## src/rtl/k005293_tile_shifter_pkg.sv

```systemverilog
// Shared widths and phase constants for the K005293 tilemap pixel shifter.
package k005293_tile_shifter_pkg;
   localparam int PIXW  = 4;
   localparam int PALW  = 7;
   localparam int PRIW  = 4;
   localparam int CODEW = PALW + PIXW;
   localparam int LINEW = 8 * PIXW;

   localparam logic [2:0] STAGE_A_PHASE = 3'd7;
   localparam logic [2:0] STAGE_B_PHASE = 3'd3;
endpackage

```

## src/rtl/k005293_layer_shifter.sv

```systemverilog
// One tilemap layer: pending line/attributes, active attributes, 8-pixel shifter
// with flip-direction select, and registered colour/priority outputs.
module k005293_layer_shifter
   import k005293_tile_shifter_pkg::*;
(
   input  logic             i_clk,
   input  logic             i_rst_n,
   input  logic             i_cen_n,
   input  logic             i_stage,
   input  logic             i_load_n,
   input  logic [LINEW-1:0] i_chardata,
   input  logic [PRIW-1:0]  i_priority,
   input  logic [PALW-1:0]  i_palette,
   input  logic             i_hflip,
   output logic [CODEW-1:0] o_code,
   output logic [PRIW-1:0]  o_prio,
   output logic             o_opaque
);
   logic [LINEW-1:0] r_pend_line;
   logic [PRIW-1:0]  r_pend_prio;
   logic [PALW-1:0]  r_pend_pal;
   logic             r_pend_hflip;

   logic [LINEW-1:0] r_shift;
   logic [PRIW-1:0]  r_act_prio;
   logic [PALW-1:0]  r_act_pal;
   logic             r_act_hflip;

   logic [PIXW-1:0]  r_out_pix;
   logic [PRIW-1:0]  r_out_prio;
   logic [PALW-1:0]  r_out_pal;

   logic [PIXW-1:0]  w_pix;
   logic [LINEW-1:0] w_shifted;

   // Direction follows the flip bit captured at load, never the live input.
   assign w_pix     = r_act_hflip ? r_shift[PIXW-1:0] : r_shift[LINEW-1 -: PIXW];
   assign w_shifted = r_act_hflip ? (r_shift >> PIXW) : (r_shift << PIXW);

   always_ff @(posedge i_clk or negedge i_rst_n) begin
      if (!i_rst_n) begin
         r_pend_line  <= '0;
         r_pend_prio  <= '0;
         r_pend_pal   <= '0;
         r_pend_hflip <= 1'b0;
         r_shift      <= '0;
         r_act_prio   <= '0;
         r_act_pal    <= '0;
         r_act_hflip  <= 1'b0;
         r_out_pix    <= '0;
         r_out_prio   <= '0;
         r_out_pal    <= '0;
      end else if (!i_cen_n) begin
         if (i_stage) begin
            r_pend_line  <= i_chardata;
            r_pend_prio  <= i_priority;
            r_pend_pal   <= i_palette;
            r_pend_hflip <= i_hflip;
         end
         // A load in the same enable as staging takes the previous pending set.
         if (!i_load_n) begin
            r_shift     <= r_pend_line;
            r_act_prio  <= r_pend_prio;
            r_act_pal   <= r_pend_pal;
            r_act_hflip <= r_pend_hflip;
         end else begin
            r_shift     <= w_shifted;
         end
         r_out_pix  <= w_pix;
         r_out_prio <= r_act_prio;
         r_out_pal  <= r_act_pal;
      end
   end

   assign o_code   = {r_out_pal, r_out_pix};
   assign o_prio   = r_out_prio;
   assign o_opaque = |r_out_pix;
endmodule

```

## src/rtl/k005293_tile_shifter.sv

```systemverilog
// Tilemap receive end: decodes pixel phase into per-layer staging enables and
// drives the A and B layer shifters feeding the priority mixer.
module k005293_tile_shifter
   import k005293_tile_shifter_pkg::*;
(
   input  logic             i_EMU_MCLK,
   input  logic             i_EMU_RST_n,
   input  logic             i_EMU_6MPOSCEN_n,
   input  logic [2:0]       i_HPHASE,
   input  logic [LINEW-1:0] i_CHARDATA,
   input  logic [PRIW-1:0]  i_PRIORITY,
   input  logic [PALW-1:0]  i_PALETTE,
   input  logic             i_HFLIPBIT,
   input  logic             i_SHIFTA_n,
   input  logic             i_SHIFTB_n,
   output logic [CODEW-1:0] o_TMA_CODE,
   output logic [CODEW-1:0] o_TMB_CODE,
   output logic [PRIW-1:0]  o_TMA_PRIO,
   output logic [PRIW-1:0]  o_TMB_PRIO,
   output logic             o_TMA_OPAQUE,
   output logic             o_TMB_OPAQUE
);
   logic w_stage_a;
   logic w_stage_b;

   assign w_stage_a = (i_HPHASE == STAGE_A_PHASE);
   assign w_stage_b = (i_HPHASE == STAGE_B_PHASE);

   k005293_layer_shifter u_layer_a (
      .i_clk      (i_EMU_MCLK),
      .i_rst_n    (i_EMU_RST_n),
      .i_cen_n    (i_EMU_6MPOSCEN_n),
      .i_stage    (w_stage_a),
      .i_load_n   (i_SHIFTA_n),
      .i_chardata (i_CHARDATA),
      .i_priority (i_PRIORITY),
      .i_palette  (i_PALETTE),
      .i_hflip    (i_HFLIPBIT),
      .o_code     (o_TMA_CODE),
      .o_prio     (o_TMA_PRIO),
      .o_opaque   (o_TMA_OPAQUE)
   );

   k005293_layer_shifter u_layer_b (
      .i_clk      (i_EMU_MCLK),
      .i_rst_n    (i_EMU_RST_n),
      .i_cen_n    (i_EMU_6MPOSCEN_n),
      .i_stage    (w_stage_b),
      .i_load_n   (i_SHIFTB_n),
      .i_chardata (i_CHARDATA),
      .i_priority (i_PRIORITY),
      .i_palette  (i_PALETTE),
      .i_hflip    (i_HFLIPBIT),
      .o_code     (o_TMB_CODE),
      .o_prio     (o_TMB_PRIO),
      .o_opaque   (o_TMB_OPAQUE)
   );
endmodule
```

## config.mk

```make
export PLATFORM = sky130hd
export DESIGN_NAME = k005293_tile_shifter
export DESIGN_NICKNAME = d
export VERILOG_FILES = /design/src/rtl/k005293_tile_shifter_pkg.sv /design/src/rtl/k005293_layer_shifter.sv /design/src/rtl/k005293_tile_shifter.sv
export SDC_FILE = /design/constraint.sdc
export NUM_CORES = 1
export LEC_CHECK = 0
export CORE_MARGIN = 4
export CORE_UTILIZATION = 64
export CTS_BUF_LIST = sky130_fd_sc_hd__clkbuf_4
export DETAILED_ROUTE_END_ITERATION = 10
export GPL_TIMING_DRIVEN = 0
export HOLD_SLACK_MARGIN = 0.02
export MAX_ROUTING_LAYER = met4
export PLACE_DENSITY = 0.95
export SYNTH_ARGS = -nofsm -noshare
export SYNTH_HDL_FRONTEND = slang
export SYNTH_SLANG_ARGS = --single-unit
```

## constraint.sdc

```tcl
create_clock -name i_EMU_MCLK -period 3.5 [get_ports i_EMU_MCLK]
set_clock_uncertainty 0.15 [all_clocks]
set_input_delay 0.525 -clock i_EMU_MCLK [delete_from_list [all_inputs] [get_ports i_EMU_MCLK]]
set_output_delay 0.525 -clock i_EMU_MCLK [all_outputs]
set_load 0.01 [all_outputs]
```

# Yosys cells after proc, flatten, opt, wreduce, memory -nomap -nowiden
# Index checks and enable logic that the tools add are counted.
# Widths: inputs -> output; s select.
word_totals:
  reg_bits: 206
  in_bits: 52
  output_inout_bits: 32
  wordCells: 39
classes:
  eq_ne: 2
  mux: 6
  n_bitwise: 3
  n_reduce_logical: 6
ops:
  columns: ["operator", "count"]
  rows:
  - ["$mux 32", 4]
  - ["$mux 4", 2]
  - ["$reduce_and 2->1", 4]
  - ["$reduce_or 4->1", 2]
  - ["$eq 3x2->1 const B", 1]
  - ["$eq 3x3->1 const B", 1]
  - ["$not 1->1", 3]

# Depth between registers and ports, before layout
# Gate-level depths: netlist of the first run.
logic_depth:
  depth_word: 2
  mapped_depth: 5
  depth_no_buf: 2

# By module
# A second synthesis of the first run with hierarchy kept.
unflattened:
  hier_cells: 682
  hier_area_um2: 9347.7
modules_own_cells:
  columns: ["mod", "n_inst", "cells_per_inst", "area_per_inst_um2", "seq_area_each_um2"]
  rows:
  - ["k005293_layer_shifter", 2, 340, 4665.7, 2577.5]
  - ["k005293_tile_shifter", 1, 2, 16.3, 0.0]

# Worst setup path after synthesis of the first run
# OpenSTA, ideal clock, no wires.
synth_path:
  kind: "register to output"
  start: "reg u_layer_a.r_out_pix[1]"
  end: "out o_TMA_OPAQUE"
  arrival_time_ps: 980
  t_required_ps: 2825
  setup_slack_ps: 1845
  stages_incl_launch_ff: 2
  path_buffers: 0
  cell_sequence: "dfrtp_1 > or4_1"
synth_between:
  elab_chain_cells: 1
synth_lines:
  columns: ["item", "line", "rtl"]
  rows:
  - ["start: declaration", "k005293_layer_shifter.sv:29", "logic [PIXW-1:0] r_out_pix;"]
  - ["start signal: assignment", "k005293_layer_shifter.sv:69", "r_out_pix <= w_pix;"]
  - ["$reduce_or 4->1", "k005293_layer_shifter.sv:77", "assign o_opaque = |r_out_pix;"]
  - ["end: declaration", "k005293_tile_shifter.sv:20", "output logic o_TMA_OPAQUE,"]
# Every way passes these cells.

# Worst setup path in the final report of the first run
layout_path:
  start: "reg u_layer_a.r_out_pix[0]"
  end: "out o_TMA_OPAQUE"
# Same word-level chain as after synthesis.

==> impl_results.md, run 1 <==
- Vias: 6157
- Fin cells: 1031
- Remaining global-route overflow: 0
- DR pass1 iterations: 5
- Cell Area, Placed: 10300 um^2
- Most used standard cell by instance count after synthesis: dfrtp_1
- Syn Inst Count: 680
- Post-Place Cells: 944
- Warnings, synthesis: 0
- Initial antenna violation count: 0
- CTS resizes: 0
- Type of origin of the critical path: register
- Final period util: 79.4%
- Total core area: 14000 um^2
- Post-detailed-route count of antenna-violating nets: 0
- Buffers on Ports: 83
- Multi-input gate area: 3720 um^2
- Post-synth EDFFs: 0
- WL/cell: 21.7 um
- Cell area after synthesis: 9200 um^2
- FF+latch area: 5150 um^2
- Critical path data required time: 2.82 ns
- Clk_lat worst skew: 0.68 ns
- Worst Max-Slew Pin Slew: 0.627 ns
- Syn avg cell area: 13.5 um^2
- Slew HR: 58.2%
- Bufs on Longest Clock Path: 3
- Max VDD drop: 0.524 mV
- # hold bufs at CTS: 1
- Final net count: 871
- First DRT Iteration DRCs: 468
- CTS tree: yes
- Most common flop cell mapped by yosys: dfrtp_1
- CP Capture Type: output port
- First-pass GRT wire length: 36.4 mm
- RSZ-0062 raised after global routing: no
- Reg2reg setup slack: 1.90 ns
- ANT cells: 0
- Die span in y: 128 um
- Net count after synthesis: 732
- Sequential area share after synthesis: 56.1%
- DR DRC count: 0
- Final Hold Viols: 0
- CTS root buf: clkbuf_4
- Post-synth ARST share: 100%
- Post-CTS Setup Inserts: 0
- Detailed-route vias per instance: 5.97
- Max Slew Vio Count: 0
- Max-cap violations: 0
- Post-DP HPWL: 15.7 mm
- Cell variety after synth: 25
- Worst path arrival time: 2.10 ns
- Worst min-delay path category: input pin to async pin
- Non-Filler Cell Area, Final: 10900 um^2
- Status: complete, no violations
- Final setup viols: 0
- Final wirelength: 22.4 mm
- Synth Register Bits: 206
- Vias in the first global route: 6850
- Min Tclk post-route: 2.78 ns
- P_leak: 4.74 nW
- H-tree Lvls: 2
- # IOs: 84
- Area fraction of the dominant cell type after synthesis: 56.1%
- CTS buffer count: 52
- Die area: 16400 um^2
- Yosys top cell by area: dfrtp_1
- Num rows: 43
- Die W: 128 um
- Total track usage: 29.5%
- CTS sink count: 206
- Launch point of the worst reg-to-reg path: u_layer_a.r_act_hflip
- Clock transition at path regs: 0.06 ns
- Highest clock rate: 0.360 GHz
- FILL cells: 839
- R2R depth: 4
- Synth area leaders: dfrtp_1, mux2_2, mux2_4
- Layout cell share with drive strength beyond 1: 33.7%
- CP Max Fanout: 3
- Worst r2r dst: u_layer_a.r_out_pix[2]
- Pwr/cell area: 648 nW/um^2
- Routability congestion estimate: 0.906
- Starting Density: 65.7%
- Setup CP Type: register to output port
- Synth cell count leaders: dfrtp_1, mux2_2, mux2i_1, nand2_1
- Largest net degree at the start of global routing: 129
- Area delta synth->final: 18.6%
==> critical path, cell delays in order, from the launching register on <==
cell	delay, ns
dfrtp_1	0.44
or4_1	0.52
clkdlybuf4s50_1	0.49
==> area by class of cell <==
class                      instances  share of cell area (%)
tap                              180                    2.06
clock buffer                      76                    5.23
buffer                            51                    2.89
clock inverter                    10                   0.413
inverter                           1                  0.0344
sequential                       206                    47.2
multi-input combinational        422                    34.1
timing repair buffer              85                    8.00
==> worst max path at each step <==
stage	startpoint	to	slack [ns]
after floorplan	u_layer_a.r_out_pix[1]	o_TMA_OPAQUE	1.84
after global placement	i_EMU_RST_n	u_layer_b.o_prio[3]	-6.13
after detailed placement	i_EMU_6MPOSCEN_n	u_layer_a.r_act_pal[4]	1.0
after CTS	u_layer_b.r_out_pix[0]	o_TMB_OPAQUE	0.69
after global routing	u_layer_b.r_out_pix[0]	o_TMB_OPAQUE	0.63
final	u_layer_a.r_out_pix[0]	o_TMA_OPAQUE	0.72
==> power breakdown <==
group / switching, mW / total [mW] / leakage (nW) / internal (mW)
Combinational: 0.688 / 1.67 / 1.87 / 0.986
Clock: 0.956 / 1.94 / 0.362 / 0.984
Sequential: 0.474 / 3.46 / 2.51 / 2.98
==> stage by stage <==
step	power (mW)	utilization [%]	TNS [ns]	hold slack (ns)	worst slack [ns]
after floorplan	4.38	-	0	0.0794	1.84
after global placement	5.03	73.3	-1259.56	0.332	-6.13
after detailed placement	5.14	73.5	0	0.336	0.999
after CTS	7.11	78.0	0	0.261	0.688
after global routing	7.45	78.0	0	0.293	0.628
final	7.07	78.0	0	0.277	0.722
==> layer usage <==
| metal | vias to the layer above | track usage, % | wire, um |
|---|---|---|---|
| li1 | 2736 | - | - |
| met1 | 3071 | 36.7 | 8820 |
| met2 | 285 | 45.8 | 10900 |
| met3 | 65 | 8.58 | 1850 |
| met4 | 0 | 12.0 | 826 |
| met5 | - | - | 0 |
==> registers in the layout (all words and copies together) (netlist names), 32 cells and up <==
signal / cells
u_layer_a.r_pend_line: 32
u_layer_a.r_shift: 32
u_layer_b.r_pend_line: 32
u_layer_b.r_shift: 32
==> cell families after synthesis <==
logic type,count (synthesis),synth area share (%)
compound gates,72,5.44
buf+inv,52,3.47
flops,206,56.1
mux,190,24.1
simple gates,160,10.9
==> layout by cell type (no fill, tap or decap), types with 14 or more instances in the layout <==
cell type and instances:
mux2i_1 56, buf_2 14, clkbuf_1 22, nand2_1 56
nor2b_1 16, or3b_2 48, clkdlybuf4s50_1 82, mux2_4 40
dfrtp_1 206, nand2b_1 18, a31oi_1 16, mux2_2 91
clkbuf_4 76, o211ai_1 48
(Power assumes the default switching activity.)
==> run 2: changes to the inputs <==
--- a/config.mk
+++ b/config.mk
@@ -6,13 +6,13 @@
 export NUM_CORES = 1
 export LEC_CHECK = 0
 export CORE_MARGIN = 4
-export CORE_UTILIZATION = 64
+export CORE_UTILIZATION = 54
 export CTS_BUF_LIST = sky130_fd_sc_hd__clkbuf_4
 export DETAILED_ROUTE_END_ITERATION = 10
 export GPL_TIMING_DRIVEN = 0
 export HOLD_SLACK_MARGIN = 0.02
 export MAX_ROUTING_LAYER = met4
-export PLACE_DENSITY = 0.95
+export PLACE_DENSITY = 0.91
 export SYNTH_ARGS = -nofsm -noshare
 export SYNTH_HDL_FRONTEND = slang
 export SYNTH_SLANG_ARGS = --single-unit
==> constraint.sdc (replaced) <==
create_clock -name i_EMU_MCLK -period 2.4 [get_ports i_EMU_MCLK]
set_clock_uncertainty 0.15 [all_clocks]
set_input_delay 0.36 -clock i_EMU_MCLK [delete_from_list [all_inputs] [get_ports i_EMU_MCLK]]
set_output_delay 0.36 -clock i_EMU_MCLK [all_outputs]
set_load 0.01 [all_outputs]
==> run 2 against run 1 <==
Net effect:
- non-clock buffer count unchanged
- largest cell class unchanged
- largest power group unchanged
- setup slack worse by 0.67 ns
- highest routed layer unchanged
- sequential cell count unchanged
- sequential power up 45%
- combinational power up 46%
- power up 46%
- global-route usage down 6.0 points
- utilization down 12 points
==> impl_results.md, run 2 (synthesis gave the netlist of run 1 again) <==
- Layout cell share with drive strength beyond 1: 33.8%
- Post-CTS Setup Inserts: 0
- Type of origin of the critical path: register
- CTS tree: yes
- Bufs on Longest Clock Path: 3
- DR pass1 iterations: 5
- Total core area: 16600 um^2
- Worst hold slack: 0.144 ns
- Total negative slack: 0 ns
- First-pass GRT wire length: 35.3 mm
- RSZ-0062 raised after global routing: no
- Setup CP Type: register to output port
- Die area: 19200 um^2
- Clk_lat worst skew: 0.65 ns
- Final Hold Viols: 0
- Die span in y: 139 um
- Max-cap violations: 0
- Final setup viols: 0
- Status: complete, no violations
- CP Capture Type: output port
- ANT cells: 0
- Final net count: 871
- Post-detailed-route count of antenna-violating nets: 0
- Clock transition at path regs: 0.07 ns
- First DRT Iteration DRCs: 428
- CTS sink count: 206
- Final wirelength: 21.6 mm
- Post-DP HPWL: 14.7 mm
- Routability congestion estimate: 0.860
- Initial antenna violation count: 0
- Min Tclk post-route: 2.35 ns
- Tot Pwr: 10.3 mW
- Num rows: 47
- Critical path data required time: 1.89 ns
- Starting Density: 55.3%
- WL/cell: 20.2 um
- Non-Filler Cell Area, Final: 11000 um^2
- Vias in the first global route: 6529
- DR DRC count: 0
- Total track usage: 23.5%
- CP Max Fanout: 3
- CTS root buf: clkbuf_4
- Worst Max-Slew Pin Slew: 0.637 ns
- Final period util: 97.7%
- Max Slew Vio Count: 0
- Buffers on Ports: 83
- Max VDD drop: 0.594 mV
- Commonest non-fill, non-tap cells in the layout: dfrtp_1, mux2_2, clkdlybuf4s50_1, clkbuf_4
- Pre-CTS setup slack: 0.127 ns
- Largest net degree at the start of global routing: 127
- # IOs: 84
- Detailed-route vias per instance: 5.79
- Post-route setup slack: 0.0543 ns
- CTS buffer count: 52
- Cell Area, Placed: 10300 um^2
- Pwr/cell area: 940 nW/um^2
- P_leak: 4.76 nW
- Worst path arrival time: 1.84 ns
- Area delta synth->final: 19.3%
- Die W: 139 um
- Vias: 6200
- H-tree Lvls: 2
- Most common cell after layout, fill and taps aside: dfrtp_1
- Slew HR: 57.5%
- Remaining global-route overflow: 0
- Worst min-delay path category: input pin to async pin
- Highest clock rate: 0.426 GHz
-- run 2: cell count changes in the layout (fill, tap and decap cells not counted) --
cell	change
clkinv_2	+1
clkinvlp_4	-2
bufinv_16	+1
clkinv_1	-1
clkdlybuf4s15_1	+1
dlygate4sd2_1	+1
clkdlybuf4s50_1	-2
-- run 2: worst paths after layout --
check | from | endpoint | slack (ns) | depth (start not counted)
max | u_layer_a.r_out_pix[1] | o_TMA_OPAQUE | 0.05 | 2
min | i_EMU_RST_n | u_layer_b.r_pend_line[21] | 0.14 | 2
max reg2reg | u_layer_b.r_act_hflip | u_layer_b.r_out_pix[2] | 0.66 | 4
min reg2reg | u_layer_a.r_pend_line[5] | u_layer_a.r_pend_line[5] | 0.33 | 1
max in group asynchronous | i_EMU_RST_n | u_layer_a.r_pend_line[8] | 0.88 | 3
min in group i_EMU_MCLK | i_CHARDATA[21] | u_layer_b.r_pend_line[21] | 0.22 | 2
-- run 2: power breakdown --
| group | internal (mW) | switching [mW] |
|---|---|---|
| Clock | 1.54 | 1.35 |
| Sequential | 4.35 | 0.648 |
| Combinational | 1.43 | 0.998 |
| Total | 7.32 | 3.00 |
-- run 2: layer usage --
layer	global-route usage, %	part of all wire, %	vias up
li1	-	-	2744
met3	5.97	7.9	57
met5	-	0	-
met1	31.1	42	3136
met4	7.64	2.7	0
met2	35.8	47	263
-- run 2: area by class of cell --
class | count | area [um^2]
Buffer | 51 | 315
Sequential cell | 206 | 5150
Tap cell | 220 | 275
Multi-Input combinational cell | 422 | 3720
Clock inverter | 9 | 61.3
Inverter | 1 | 3.75
Timing Repair Buffer | 85 | 872
Fill cell | 1163 | 5670
Clock buffer | 76 | 571
-- run 2: stage by stage --
stage	cells	utilization, %
finish	1070	65.9
floorplan	680	-
global route	1070	65.9
global placement	983	61.9
detailed placement	984	62.1
CTS	1070	65.9
-- run 2: critical path: stages (launching register included) --
cell and delay (ns):
dfrtp_1 0.39, or4_1 0.51, dlygate4sd2_1 0.29
-- run 2: what timing repair did --
item,in CTS,in global routing
resized for setup,2,1
hold endpoints to repair,80,0
pin swaps,0,0
endpoints found under the setup margin,2,1
hold buffers,1,0
